## config.mk

```make
export PLATFORM = sky130hd
export DESIGN_NAME = winograd_tile_sched
export DESIGN_NICKNAME = d
export VERILOG_FILES = /design/src/rtl/winograd_tile_sched.sv
export SDC_FILE = /design/constraint.sdc
export NUM_CORES = 1
export LEC_CHECK = 0
export BUFFER_PORTS_ARGS = -buffer_cell sky130_fd_sc_hd__buf_4
export CAP_MARGIN = 40
export CORE_MARGIN = 5
export CORE_UTILIZATION = 59
export CTS_CLUSTER_SIZE = 30
export DETAILED_ROUTE_END_ITERATION = 10
export HOLD_SLACK_MARGIN = 0.15
export PLACE_DENSITY = 0.91
export SETUP_SLACK_MARGIN = 0.15
export SYNTH_ARGS = -nofsm -noshare
export SYNTH_HDL_FRONTEND = slang
export SYNTH_SLANG_ARGS = --single-unit
```

## constraint.sdc

```tcl
create_clock -name clk -period 3.8 [get_ports clk]
set_input_delay 0.76 -clock clk [delete_from_list [all_inputs] [get_ports clk]]
set_output_delay 0.76 -clock clk [all_outputs]
set_load 0.01 [all_outputs]
```

## src/rtl/winograd_tile_sched.sv

```systemverilog
// Tile scheduler for an F(2,3) Winograd core: gathers overlapping 4-sample
// windows, tracks tiles through the fixed-latency core and buffers results.
module winograd_tile_sched #(
  parameter int ROW_LEN    = 8,
  parameter int CORE_LAT   = 6,
  parameter int OBUF_TILES = 4
) (
  input  logic               clk,
  input  logic               rst,
  input  logic               start,
  input  logic signed [9:0]  in_data,
  input  logic               in_valid,
  output logic               in_ready,
  output logic [39:0]        wc_d,
  input  logic [19:0]        wc_z,
  output logic signed [9:0]  out_data,
  output logic               out_valid,
  input  logic               out_ready,
  output logic               out_last,
  output logic               busy,
  output logic               done
);

  localparam int BUF_D = 2 * OBUF_TILES;
  localparam int PW    = $clog2(BUF_D);
  localparam int CW    = $clog2(BUF_D + 1);
  localparam int TW    = CW + 1;
  localparam int SW    = $clog2(ROW_LEN + 1);
  localparam int RW    = $clog2(ROW_LEN);

  typedef enum logic [1:0] {
    IDLE  = 2'd0,
    FILL  = 2'd1,
    RUN   = 2'd2,
    DRAIN = 2'd3
  } state_t;

  state_t          state_r, state_nxt_s;
  logic [SW-1:0]   smp_cnt_r;
  logic [RW-1:0]   res_cnt_r;
  logic [39:0]     win_r, win_nxt_s, wc_d_r;
  logic [CORE_LAT-1:0] vpipe_r;
  logic [TW-1:0]   inflight_r, inflight_nxt_s, credit_s, cnt_nxt_s;
  logic [CW-1:0]   cnt_r;
  logic [9:0]      obuf_r [BUF_D];
  logic [PW-1:0]   wr_ptr_r, rd_ptr_r;
  logic            in_ready_r, busy_r, done_r;
  logic            acc_s, issue_s, wb_s, pop_s, ready_nxt_s;

  function automatic logic [PW-1:0] ptr_inc(input logic [PW-1:0] p);
    if (p == PW'(BUF_D - 1)) return {PW{1'b0}};
    else return p + PW'(1);
  endfunction

  // Next-state, handshake and credit evaluation
  always_comb begin
    acc_s          = in_valid && in_ready_r;
    issue_s        = acc_s && (smp_cnt_r >= SW'(3)) && smp_cnt_r[0];
    wb_s           = vpipe_r[CORE_LAT-1];
    pop_s          = (cnt_r != {CW{1'b0}}) && out_ready;
    win_nxt_s      = {win_r[29:0], in_data};
    inflight_nxt_s = inflight_r + TW'(issue_s) - TW'(wb_s);
    cnt_nxt_s      = TW'(cnt_r) + (wb_s ? TW'(2) : TW'(0)) - TW'(pop_s);
    // a partly drained tile still occupies a whole tile slot
    credit_s       = inflight_nxt_s + ((cnt_nxt_s + TW'(1)) >> 1);
    state_nxt_s    = state_r;
    case (state_r)
      IDLE: begin
        if (start) state_nxt_s = FILL;
        else       state_nxt_s = IDLE;
      end
      FILL, RUN: begin
        if (acc_s && smp_cnt_r == SW'(ROW_LEN - 1))                 state_nxt_s = DRAIN;
        else if (acc_s && state_r == FILL && smp_cnt_r == SW'(3))   state_nxt_s = RUN;
        else                                                        state_nxt_s = state_r;
      end
      DRAIN: begin
        if (inflight_r == TW'(0) && cnt_r == CW'(0)) state_nxt_s = IDLE;
        else                                         state_nxt_s = DRAIN;
      end
      default: state_nxt_s = IDLE;
    endcase
    ready_nxt_s = ((state_nxt_s == FILL) || (state_nxt_s == RUN)) &&
                  (credit_s < TW'(OBUF_TILES));
  end

  // Frame FSM, counters, window and registered status outputs
  always_ff @(posedge clk or negedge rst) begin
    if (!rst) begin
      state_r    <= IDLE;
      smp_cnt_r  <= {SW{1'b0}};
      res_cnt_r  <= {RW{1'b0}};
      win_r      <= 40'd0;
      wc_d_r     <= 40'd0;
      vpipe_r    <= {CORE_LAT{1'b0}};
      inflight_r <= {TW{1'b0}};
      in_ready_r <= 1'b0;
      busy_r     <= 1'b0;
      done_r     <= 1'b0;
    end else begin
      state_r    <= state_nxt_s;
      inflight_r <= inflight_nxt_s;
      in_ready_r <= ready_nxt_s;
      vpipe_r    <= {vpipe_r[CORE_LAT-2:0], issue_s};
      done_r     <= (state_r == DRAIN) && (state_nxt_s == IDLE);
      if (state_r == IDLE && start) begin
        busy_r    <= 1'b1;
        smp_cnt_r <= {SW{1'b0}};
        res_cnt_r <= {RW{1'b0}};
      end else begin
        if (state_r == DRAIN && state_nxt_s == IDLE) busy_r <= 1'b0;
        if (acc_s) smp_cnt_r <= smp_cnt_r + SW'(1);
        if (pop_s) res_cnt_r <= res_cnt_r + RW'(1);
      end
      if (acc_s)   win_r  <= win_nxt_s;
      if (issue_s) wc_d_r <= win_nxt_s;
    end
  end

  // Result buffer: two entries written per tile, one popped per handshake
  always_ff @(posedge clk or negedge rst) begin
    if (!rst) begin
      for (int i = 0; i < BUF_D; i++) obuf_r[i] <= 10'd0;
      wr_ptr_r <= {PW{1'b0}};
      rd_ptr_r <= {PW{1'b0}};
      cnt_r    <= {CW{1'b0}};
    end else begin
      cnt_r <= cnt_nxt_s[CW-1:0];
      if (wb_s) begin
        obuf_r[wr_ptr_r]          <= wc_z[19:10];
        obuf_r[ptr_inc(wr_ptr_r)] <= wc_z[9:0];
        wr_ptr_r                  <= ptr_inc(ptr_inc(wr_ptr_r));
      end
      if (pop_s) rd_ptr_r <= ptr_inc(rd_ptr_r);
    end
  end

  assign in_ready  = in_ready_r;
  assign wc_d      = wc_d_r;
  assign busy      = busy_r;
  assign done      = done_r;
  assign out_valid = (cnt_r != {CW{1'b0}});
  assign out_data  = out_valid ? obuf_r[rd_ptr_r] : 10'sd0;
  assign out_last  = out_valid && (res_cnt_r == RW'(ROW_LEN - 3));

endmodule

```

==> impl_metrics.py <==
metrics = {
    "layout": {
        "num_antenna_cells": 0,
        "area_growth_syn_to_layout_pct": 17.1,
        "seq_area_sq_um": 4580,
        "fin_cells": 1104,
        "final_nets": 973,
        "multi_input_area_sq_um": 3970,
        "n_fill_cell": 979,
        "layout-drive-gt1-share": 0.249,
        "final_util": 0.710,
    },
    "routing": {
        "wire_per_inst_microns": 19.8,
        "wirelength_microns": 21900,
        "ant_nets": 0,
        "drtIter0Drc": 677,
        "vias_per_cell": 6.06,
        "drtPass1Iterations": 5,
        "drc": 0,
        "vias": 6695,
    },
    "global_routing": {
        "grt_pass1_vias": 7027,
        "grt_max_degree": 74,
        "grt_pass1_wl_microns": 36300,
        "antenna_found_initial": 0,
        "grt_usage": 0.259,
        "grt_overflow": 0,
    },
    "cts": {
        "cts_inserted_buffers": 17,
        "path_clk_slew_ns": 0.07,
        "cts_max_level": 4,
        "cts_tree": "built",
        "clk_latency_ns": 0.43,
        "hold_buffers": 0,
        "cts_buffer_depth": 2,
        "cts_root_buf": "clkbuf_16",
        "cts.sinks": 183,
    },
    "critical_path": {
        "cp-startpoint": "cnt_r[2]",
        "crit_required_ns": 4.13,
        "crit_path_end_kind": "flop",
        "path_buf_inv": 4,
        "arrival_ns": 3.83,
        "r2r_start": "cnt_r[2]",
        "critPathSlowestCell": "fa_2",
        "path_class": "reg -> reg",
        "critical_path.max_stage_delay_ns": 0.59,
        "crit_chain": "inv_2 > ha_1 > and3_1 > inv_2 > nand2_1 > inv_2 > ha_1 > inv_1 > ha_2 > fa_2 > nand3_1 > xnor2_1 > xnor2_1 > ha_1 > a21oi_2 > a22oi_1 > nor4_4",
        "worst_setup_path_start_kind": "flop",
        "path_delay_family": "adder cells",
        "crit_fanout": 4,
    },
    "pwr": {
        "irDropWorstVdd_v": 0.000423,
        "power.density_nw_per_um2": 521,
        "swShare": 0.299,
        "clkPwrFrac": 0.340,
        "leakage_nw": 5.01,
        "pwr-share-comb": 0.275,
        "power.internal_mw": 3.79,
        "pwr-share-seq": 0.385,
        "p_sw_mw": 1.62,
    },
    "synth": {
        "synth.avg_cell_area_sq_um": 10.6,
        "synth_area_leaders": "dfrtp_1 52%, nand2_1 7.2%, mux2i_1 5.7%, mux2_2 5.3%, mux4_2 5.1%",
        "yosysTopAreaCell": "dfrtp_1",
        "synth_edf_count": 0,
        "synth-seq-cells": 183,
        "synth_top_cell_area_share": 0.516,
        "synthArstFlopShare": 1.00,
        "ys_warn_count": 0,
        "synth_area_sq_um": 8880,
        "yosysSeqAreaShare": 0.516,
        "synthCells": 837,
        "syn_nets": 903,
        "ys_types": 42,
        "ys_dominant_reg_cell": "dfrtp_1",
    },
    "placement": {
        "place_congestion": 0.834,
        "port_buffers": 89,
        "place_hpwl_microns": 14000,
        "dp_cells": 1068,
    },
    "timing": {
        "slew_viol_final": 0,
        "finalHoldViolCount": 0,
        "worstMarginPinSlew_ns": 0.830,
        "setup_viol": 0,
        "rsz0062_at_grt": "no",
        "relSlewSlack": 0.443,
        "finClkSkew_ns": 0.00746,
        "finalCriticalPeriod_ns": 3.50,
        "fin_crit_sh": 0.921,
        "max_freq_mhz": 286,
    },
    "outcome": {
        "status": "complete, no violations",
    },
    "hold_path": {
        "worstHoldPathType": "in -> async",
    },
    "floorplan": {
        "ios": 90,
        "die_height_microns": 133,
        "dieArea_sq_um": 17600,
        "start_util": 0.606,
        "die_w_microns": 133,
        "core_sq_um": 14600,
        "rows": 44,
    },
    "flow_run": {
        "maxCapViolCount": 0,
    },
}
worst paths after layout:
check / endpoint / slack [ns] / cells past startpoint
min reg2reg: vpipe_r[2] / 0.35 / 0
max: in_ready / 0.30 / 17
min in group clk: vpipe_r[2] / 0.35 / 0
max in group asynchronous: win_r[13] / 2.40 / 2
max reg2reg: in_ready / 0.30 / 17
min: obuf_r[40] / 0.28 / 1
final cells by class:
cell class / instances / area share
clock buffer: 20 / 0.0430
multi-input combinational: 561 / 0.382
tap: 184 / 0.0222
inverter: 27 / 0.00975
timing repair buffer: 117 / 0.0868
clock inverter: 12 / 0.0161
sequential: 183 / 0.441
cell usage in the layout, fill, tap and decap left out, types with 3 or more instances in the layout:
| master | count |
|---|---|
| o21ai_1 | 10 |
| a21o_1 | 4 |
| and3_1 | 3 |
| xnor2_1 | 8 |
| ha_1 | 28 |
| a22oi_1 | 22 |
| nand2b_1 | 4 |
| nor2_1 | 47 |
| clkinv_4 | 3 |
| mux2_2 | 42 |
| mux2i_1 | 51 |
| dfrtp_1 | 183 |
| and2_1 | 3 |
| clkbuf_16 | 17 |
| xnor2_2 | 3 |
| mux4_2 | 20 |
| a21oi_1 | 27 |
| nand2_1 | 170 |
| buf_4 | 114 |
| o22ai_1 | 20 |
| inv_1 | 23 |
| nand3_1 | 4 |
| inv_2 | 4 |
| xor2_1 | 7 |
| nor3b_1 | 3 |
| bufinv_16 | 3 |
| clkinvlp_4 | 3 |
| o21ai_0 | 61 |
| a21oi_2 | 3 |
registers in the layout, summed over array words and instances (netlist names):
name,flops
obuf_r,80
wc_d,40
win_r,30
vpipe_r,6
inflight_r,5
cnt_r,4
smp_cnt_r,4
rd_ptr_r,3
res_cnt_r,3
wr_ptr_r,3
state_r,2
busy,1
done,1
in_ready,1
cell usage after synthesis (all sizes together) (4+ instances only):
master	n
o21ai	71
o22ai	20
ha	29
nand2	170
nand2b	4
xor2	7
nor3	4
xnor2	11
a22oi	22
mux2i	51
nand3	4
dfrtp	183
mux2	42
mux4	20
inv	27
nor2	47
a21o	4
a21oi	30
clkbuf	51
buf	15
layer usage:
metal | track usage | wire [microns]
met5 | 0 | 0
met4 | 0.117 | 758
met3 | 0.0793 | 1800
met2 | 0.411 | 10600
met1 | 0.330 | 8720
cell families after synthesis:
| group | share of synthesized area |
|---|---|
| adders and majority gates | 0.0454 |
| buffers and inverters | 0.0419 |
| AOI/OAI and AO/OA | 0.0958 |
| DFF | 0.516 |
| muxes | 0.161 |
| and+or+nand+nor | 0.118 |
| xor gates and xnor gates | 0.0220 |
per-stage QoR:
stage / hold WS (ns) / total power, mW / worst slack [ns] / TNS, ns / cell area (sq um)
after floorplan: 0.331 / 3.03 / 0.173 / 0 / 8880
after global placement: 0.332 / 3.31 / 0.251 / 0 / 9700
after detailed placement: 0.335 / 3.40 / -0.0231 / -0.0231 / 9720
after CTS: 0.283 / 5.28 / 0.187 / 0 / 10300
after global routing: 0.304 / 5.64 / 0.153 / 0 / 10400
final: 0.279 / 5.41 / 0.299 / 0 / 10400
power by group through the flow:
| stage | sequential, mW | combinational [mW] | clock [mW] |
|---|---|---|---|
| final | 2.08 | 1.49 | 1.84 |
| after detailed placement | 2.12 | 1.28 | 0 |
| after CTS | 2.08 | 1.35 | 1.85 |
| after global placement | 2.11 | 1.20 | 0 |
| after floorplan | 2.07 | 0.954 | 0 |
| after global routing | 2.09 | 1.60 | 1.95 |
what timing repair did:
| action | 4_1_cts | 5_1_grt |
|---|---|---|
| pin swaps | 2 | 4 |
| endpoints found under the setup margin | 1 | 1 |
| resized for setup | 3 | 8 |
| gates cloned | 0 | 0 |
| setup buffers | 1 | 3 |
(Power assumes the default switching activity.)
